**src/rtl/key_conditioner.sv**
```systemverilog
// key_conditioner: synchronises and debounces the active-low board KEY pins
// and turns each one into a clean level, press/release pulses and an
// optional hold-to-repeat pulse train.
//
// Ports:
//   CLOCK_50    in   sole clock, rising edge
//   RESET_N     in   asynchronous active-low reset
//   KEY         in   raw buttons, asynchronous, 0 = pressed
//   key_level   out  debounced state, 1 = pressed
//   key_press   out  1-cycle pulse when key_level rises
//   key_release out  1-cycle pulse when key_level falls
//   key_repeat  out  1-cycle auto-repeat pulse while held
//   any_press   out  OR of key_press, same cycle
module key_conditioner #(
   parameter int NUM_KEYS        = 2,
   parameter int DEBOUNCE_CYCLES = 1_000_000,
   parameter int HOLD_CYCLES     = 25_000_000,
   parameter int REPEAT_CYCLES   = 5_000_000,
   parameter int REPEAT_EN       = 1
) (
   input  logic                CLOCK_50,
   input  logic                RESET_N,
   input  logic [NUM_KEYS-1:0] KEY,
   output logic [NUM_KEYS-1:0] key_level,
   output logic [NUM_KEYS-1:0] key_press,
   output logic [NUM_KEYS-1:0] key_release,
   output logic [NUM_KEYS-1:0] key_repeat,
   output logic                any_press
);

   localparam int DW   = $clog2(DEBOUNCE_CYCLES + 1);
   localparam int RMAX = (HOLD_CYCLES > REPEAT_CYCLES) ?
                         HOLD_CYCLES : REPEAT_CYCLES;
   localparam int RW   = $clog2(RMAX + 1);

   localparam logic [DW-1:0] D_LAST = DW'(DEBOUNCE_CYCLES - 1);
   localparam logic [RW-1:0] H_LAST = RW'(HOLD_CYCLES - 1);
   localparam logic [RW-1:0] R_LAST = RW'(REPEAT_CYCLES - 1);

   typedef enum logic [1:0] {
      IDLE,
      HOLD,
      REPEAT
   } hold_state_e;

   // Synchroniser resets to the released level (KEY = 1).
   logic [NUM_KEYS-1:0] meta_q;
   logic [NUM_KEYS-1:0] sync_q;

   always_ff @(posedge CLOCK_50 or negedge RESET_N) begin
      if (!RESET_N) begin
         meta_q <= '1;
         sync_q <= '1;
      end else begin
         meta_q <= KEY;
         sync_q <= meta_q;
      end
   end

   for (genvar k = 0; k < NUM_KEYS; k++) begin : g_key
      logic          s;
      logic [DW-1:0] dcnt_q, dcnt_d;
      logic          level_q, level_d;
      logic          press_q, press_d;
      logic          rel_q, rel_d;

      assign s = ~sync_q[k];

      // Any sample agreeing with the current level clears the run;
      // DEBOUNCE_CYCLES disagreeing samples in a row flip the level.
      always_comb begin
         dcnt_d  = '0;
         level_d = level_q;
         if (s != level_q) begin
            if (dcnt_q == D_LAST) begin
               level_d = s;
            end else begin
               dcnt_d = dcnt_q + DW'(1);
            end
         end
         press_d = level_d & ~level_q;
         rel_d   = ~level_d & level_q;
      end

      always_ff @(posedge CLOCK_50 or negedge RESET_N) begin
         if (!RESET_N) begin
            dcnt_q  <= '0;
            level_q <= 1'b0;
            press_q <= 1'b0;
            rel_q   <= 1'b0;
         end else begin
            dcnt_q  <= dcnt_d;
            level_q <= level_d;
            press_q <= press_d;
            rel_q   <= rel_d;
         end
      end

      assign key_level[k]   = level_q;
      assign key_press[k]   = press_q;
      assign key_release[k] = rel_q;

      if (REPEAT_EN != 0) begin : g_rep
         hold_state_e   state_q, state_d;
         logic [RW-1:0] rcnt_q, rcnt_d;
         logic          rep_q, rep_d;

         // The FSM follows the same edge that registers the press pulse,
         // so rcnt is 0 in the press cycle and the first repeat lands
         // HOLD_CYCLES later. A falling level wins over a due repeat.
         always_comb begin
            state_d = state_q;
            rcnt_d  = rcnt_q;
            rep_d   = 1'b0;
            unique case (state_q)
               IDLE: begin
                  rcnt_d = '0;
                  if (press_d) state_d = HOLD;
               end
               HOLD: begin
                  if (rel_d) begin
                     state_d = IDLE;
                     rcnt_d  = '0;
                  end else if (rcnt_q == H_LAST) begin
                     rep_d   = 1'b1;
                     state_d = REPEAT;
                     rcnt_d  = '0;
                  end else begin
                     rcnt_d = rcnt_q + RW'(1);
                  end
               end
               REPEAT: begin
                  if (rel_d) begin
                     state_d = IDLE;
                     rcnt_d  = '0;
                  end else if (rcnt_q == R_LAST) begin
                     rep_d  = 1'b1;
                     rcnt_d = '0;
                  end else begin
                     rcnt_d = rcnt_q + RW'(1);
                  end
               end
               default: begin
                  state_d = IDLE;
                  rcnt_d  = '0;
               end
            endcase
         end

         always_ff @(posedge CLOCK_50 or negedge RESET_N) begin
            if (!RESET_N) begin
               state_q <= IDLE;
               rcnt_q  <= '0;
               rep_q   <= 1'b0;
            end else begin
               state_q <= state_d;
               rcnt_q  <= rcnt_d;
               rep_q   <= rep_d;
            end
         end

         assign key_repeat[k] = rep_q;
      end else begin : g_norep
         assign key_repeat[k] = 1'b0;
      end
   end

   assign any_press = |key_press;

endmodule

```
**config.mk**
```make
export PLATFORM = sky130hd
export DESIGN_NAME = key_conditioner
export DESIGN_NICKNAME = d
export VERILOG_FILES = /design/src/rtl/key_conditioner.sv
export SDC_FILE = /design/constraint.sdc
export NUM_CORES = 1
export LEC_CHECK = 0
export CORE_ASPECT_RATIO = 1.1
export CORE_UTILIZATION = 60
export CTS_BUF_LIST = sky130_fd_sc_hd__clkbuf_4 sky130_fd_sc_hd__clkbuf_8 sky130_fd_sc_hd__clkbuf_16
export DETAILED_ROUTE_END_ITERATION = 12
export PLACE_DENSITY = 0.78
export SLEW_MARGIN = 40
export SYNTH_ARGS = -nofsm -noshare
export SYNTH_HDL_FRONTEND = slang
export SYNTH_SLANG_ARGS = --single-unit
export TNS_END_PERCENT = 50
```
**constraint.sdc**
```tcl
create_clock -name CLOCK_50 -period 2.75 [get_ports CLOCK_50]
set_clock_uncertainty 0.1 [all_clocks]
set_input_delay 0.4125 -clock CLOCK_50 [delete_from_list [all_inputs] [get_ports CLOCK_50]]
set_output_delay 0.4125 -clock CLOCK_50 [all_outputs]
set_load 0.01 [all_outputs]
```
== Word level (Yosys, flattened, before mapping) ==
Index checks and enable logic that the tools add are counted.
Storage, ports and cells
  bits in registers: 106
  word-level logic and storage cells: 91
  input bits: 4
Cells by class
  add/subtract/negate cells: 4
  reductions and logical operators: 5
  equal/unequal tests: 18
  bitwise gates (word level): 10
  multiplexer cells: 38
Operators by type and width (number)
  2-to-1 mux 25 bit: 8
  one-hot mux 25 bit (2 select lines): 2
  2-to-1 mux 20 bit: 4
  adder 25 x 1 -> 25 bit (second input constant): 2
  equality test 25 x 23 -> 1 bit (second input constant): 2
  equality test 25 bit (second input constant): 2
  adder 20 x 1 -> 20 bit (second input constant): 2
  equality test 20 bit (second input constant): 2
  2-to-1 mux 2 bit: 8
  2-to-1 mux 1 bit: 12
  one-hot mux 2 bit (3 select lines): 2
  != test 2 bit (second input constant): 4
  != test 3 bit (second input constant): 2
  NOT 1 bit: 6
  AND reduction 3 bit: 2
  bitwise AND 1 bit: 4
  equality test 2 x 1 -> 1 bit (second input constant): 2
  equality test 2 bit (second input constant): 2
  zero test 2 bit: 2
  one-hot mux 1 bit (2 select lines): 2
  != test 1 bit: 2
  OR reduction 2 bit: 1

== Depth between registers and ports, before layout ==
  depth after elaboration: 7
  gate-level depth with buffers: 8

== Worst setup path after synthesis ==
Ideal clock, no wire load.
  path type: register -> register
  start: register g_key[0].dcnt_q[7]
  end: register g_key[0].g_rep.rcnt_q[9]
  data arrival time: 1.788 ns
  path slack: 0.742 ns
  required time: 2.530 ns
  stages on the path, launching flop included: 7
  clock period less this slack: 2.008 ns
  buffers on the path: 1
  cell sequence: dfrtp_1 or4_4 nor4_4 nand3_4 o211ai_4 buf_8 nor2_1
On the way
  longest elaborated chain between the ends: 7
  elaborated cells on any way between the ends: 8
  classes of those cells: eq/ne (1); mux (5); bitwise (2)
Ends and longest elaborated chain
  start, declared: RTL line 62  | logic [DW-1:0] dcnt_q, dcnt_d;
  start signal, assigned: RTL line 92  | dcnt_q <= dcnt_d;
  equality test 20 bit *: RTL line 75  | if (dcnt_q == D_LAST) begin
  2-to-1 mux 1 bit *: RTL line 75
  2-to-1 mux 1 bit *: RTL line 74  | if (s != level_q) begin
  NOT 1 bit *: RTL line 82  | rel_d = ~level_d & level_q;
  bitwise AND 1 bit *: RTL line 82
  2-to-1 mux 25 bit (on tied branches): RTL line 133, 121
  one-hot mux 25 bit (2 select lines) *: RTL line 115  | unique case (state_q)
  net g_key[0].g_rep.rcnt_d[9]: RTL line 105  | logic [RW-1:0] rcnt_q, rcnt_d;
  end signal, assigned: RTL line 157  | rcnt_q <= rcnt_d;
  end, declared: RTL line 105
The timed path passes the listed nets; every way through them passes the cells marked *.
A chain may end at the register's enable or synchronous reset.

== Worst setup path after layout ==
  start: register g_key[0].dcnt_q[7]
  end: register g_key[0].dcnt_q[18]
On the way
  longest elaborated chain between the ends: 3
  elaborated cells on any way between the ends: 4
  classes of those cells: add/sub (1); eq/ne (1); mux (2)
Ends and longest elaborated chain (RTL line)
  adder 20 x 1 -> 20 bit or equality test 20 bit (tied branches): 78, 75
  2-to-1 mux 20 bit *: 75
  2-to-1 mux 20 bit *: 74
  net g_key[0].dcnt_d[18]: 62
Marked as above.

==> out/metrics.cfg <==
[cts]
ctsHtreeMaxLevel = 3
clock_tree.root_cell = clkbuf_8
clk_pin_slew_worst_paths_ns = 0.10
clock_path_buffers = 2
clock_sinks = 106
cts_resized = 0
numCtsBuffers = 9
post-cts-setup-buffer-count = 0
hold_buffers = 1
worstSkewPairLatency_ns = 0.37
cts_tree = built

[yosys]
synth.ff_latch_count = 106
synth_area_um2 = 5380
synth_top_area_cell = dfrtp_1
async_reset_ff_share_pct = 100
synth_cell_type_count = 50
synth_area_per_cell_um2 = 9.96
synth_area_leaders = dfrtp_1 47%, nor2_1 8.0%, xor2_1 7.3%
synth_edf_count = 0
post-synth-top-area-fraction_pct = 47.5
synth_fp_nets = 554
synth_warnings = 0
synthFlopType = dfrtp_1
ys_seq_area_share_pct = 49.4
synth_cells = 540

[timing]
worst_pin_slew_ns = 0.797
relSlewSlack_pct = 46.8
setup_viol = 0
finalHoldViolCount = 0
rsz0062_at_grt = false
timing.fmax_mhz = 440
fin_tns_setup_ns = 0
report.final.slew_viol_count = 0
hold_ws_ns = 0.261
min_period_ns = 2.27
period_share_pct = 82.6

[die]
ioPinCount = 13
coreArea_um2 = 8540
die_area_um2 = 9350
die_w_um = 92.3
die_y_um = 101
initial_utilization_pct = 63.0
rows = 35

[worst_hold_path]
hold_class = reg -> reg

[pwr]
ir_drop_v = 0.000242
cellLeakagePower_uw = 0.00233
p_per_area_nw_per_um2 = 463

[finish]
drive_gt1_share_pct = 7.05
area_growth_pct = 6.75
multi_input_area_um2 = 2490
final_net_count = 562
nFillCells = 659
seq_area_um2 = 2660
diodes = 0

[global_routing]
antenna_found_initial = 0
grt_pass1_wl_um = 16500
grt_max_degree = 53
overflow = 0
track_usage_pct = 22.0
grt_pass1_vias = 3721

[routing]
num_vias = 3789
drt-total-wl_um = 9340
drc = 0
first_pass_iters = 4
routedWlPerCell_um = 14.1
ant_nets = 0
drt_iter0_drc = 135
vias_per_cell = 5.71

[critical_path]
arrival_ns = 2.39
cp_data_required_time_ns = 2.87
worstSetupEndpointType = flop
crit_fanout = 20
critPathLaunchType = flop
critical_path_class = reg -> reg

[job]
maxCapViolCount = 0

[place]
hpwl_um = 6530
io_buffers = 12
gp_congestion = 0.820

[outcome]
outcome = completed

## registers in the layout, summed over array words and instances, names as in the netlist
register,count
g_key.g_rep.rcnt_q,50
g_key.dcnt_q,40
g_key.g_rep.state_q,4
g_key.g_rep.rep_q,2
g_key.level_q,2
g_key.press_q,2
g_key.rel_q,2
meta_q,2
sync_q,2
## per-stage QoR
| step | setup slack [ns] | total power (µW) | cells | utilization [%] | area (µm²) |
|---|---|---|---|---|---|
| floorplan | 0.742 | 1630 | 540 | - | 5380 |
| global placement | 0.562 | 1670 | 647 | 64.6 | 5520 |
| detailed placement | 0.469 | 1680 | 647 | 64.6 | 5520 |
| CTS | 0.460 | 2690 | 664 | 67.2 | 5740 |
| global route | 0.265 | 2760 | 664 | 67.2 | 5740 |
| finish | 0.478 | 2660 | 664 | 67.2 | 5740 |
## worst paths after layout
path                       slack, ns  depth (start not counted)               start                         to
max                             0.48                          5  g_key[0].dcnt_q[7]        g_key[0].dcnt_q[18]
min                             0.26                          0           meta_q[0]                  sync_q[0]
max reg2reg                     0.48                          5  g_key[0].dcnt_q[7]        g_key[0].dcnt_q[18]
min reg2reg                     0.26                          0           meta_q[0]                  sync_q[0]
max in group asynchronous       1.45                          3             RESET_N  g_key[1].g_rep.rcnt_q[23]
min in group asynchronous       0.41                          2             RESET_N       g_key[1].g_rep.rep_q
## Yosys cell counts, types with 5 or more instances
| cell type | number |
|---|---|
| clkbuf_1 | 5 |
| and3_1 | 13 |
| dfrtp_1 | 102 |
| nand4_1 | 22 |
| nor4b_1 | 5 |
| nor2_1 | 114 |
| nand3_1 | 30 |
| nand2_1 | 33 |
| buf_4 | 8 |
| nor3_1 | 12 |
| o21ai_0 | 5 |
| xnor2_1 | 36 |
| and2_1 | 6 |
| xor2_1 | 45 |
| ha_1 | 10 |
| inv_1 | 19 |
| and4_1 | 17 |
## where the power goes
part / total [µW] / switching (µW) / internal, µW
clock network: 1020 / 542 / 473
logic: 65.5 / 48.0 / 17.5
registers: 1580 / 7.78 / 1570
total: 2660 / 598 / 2060
## area by class of cell
type                            instances  share of cell area [%]
Clock buffer                           11                    2.53
Clock inverter                          5                    1.18
Inverter                               19                    1.24
Multi-Input combinational cell        395                    43.4
Sequential cell                       106                    46.3
Tap cell                              111                    2.42
Timing Repair Buffer                   17                    2.96
## metal layers
| metal | vias up | share of wire [%] | track usage, % |
|---|---|---|---|
| li1 | 1860 | - | - |
| met1 | 1876 | 48 | 28.9 |
| met2 | 42 | 49 | 37.5 |
| met3 | 11 | 2.3 | 4.13 |
| met4 | 0 | 1.3 | 6.73 |
| met5 | - | 0 | 0 |
## worst max-delay path, stage by stage, from the launching register on
cell     delay (ns)
dfrtp_1        0.44
or4_4          0.58
nor4_4         0.39
nand2_1        0.16
o21ai_2        0.34
nor2_1         0.11
## cells in the final DEF (no fill, tap or decap), types with 4 or more instances in the layout
cell	instances
o21ai_0	4
nand3_1	30
dfrtp_1	102
clkdlybuf4s50_1	11
and4_2	4
inv_1	19
and3_1	13
ha_1	10
and2_1	6
clkbuf_8	10
nor2_1	114
nor4b_1	5
nand2_1	33
nor3_1	12
dfstp_2	4
nand4_1	22
and4_1	17
buf_4	4
xor2_1	45
xnor2_1	36
nor4_1	4
## cells by family (layout without fill, tap and decap cells)
logic type	after synthesis	count (layout)	synth area share, %
compound gates	25	25	3.65
xor+xnor	81	81	13.2
fa+ha+maj	10	10	2.33
buf+inv	39	52	4.28
flops	106	106	49.4
simple gates	279	279	27.1
(Power assumes the default switching activity.)
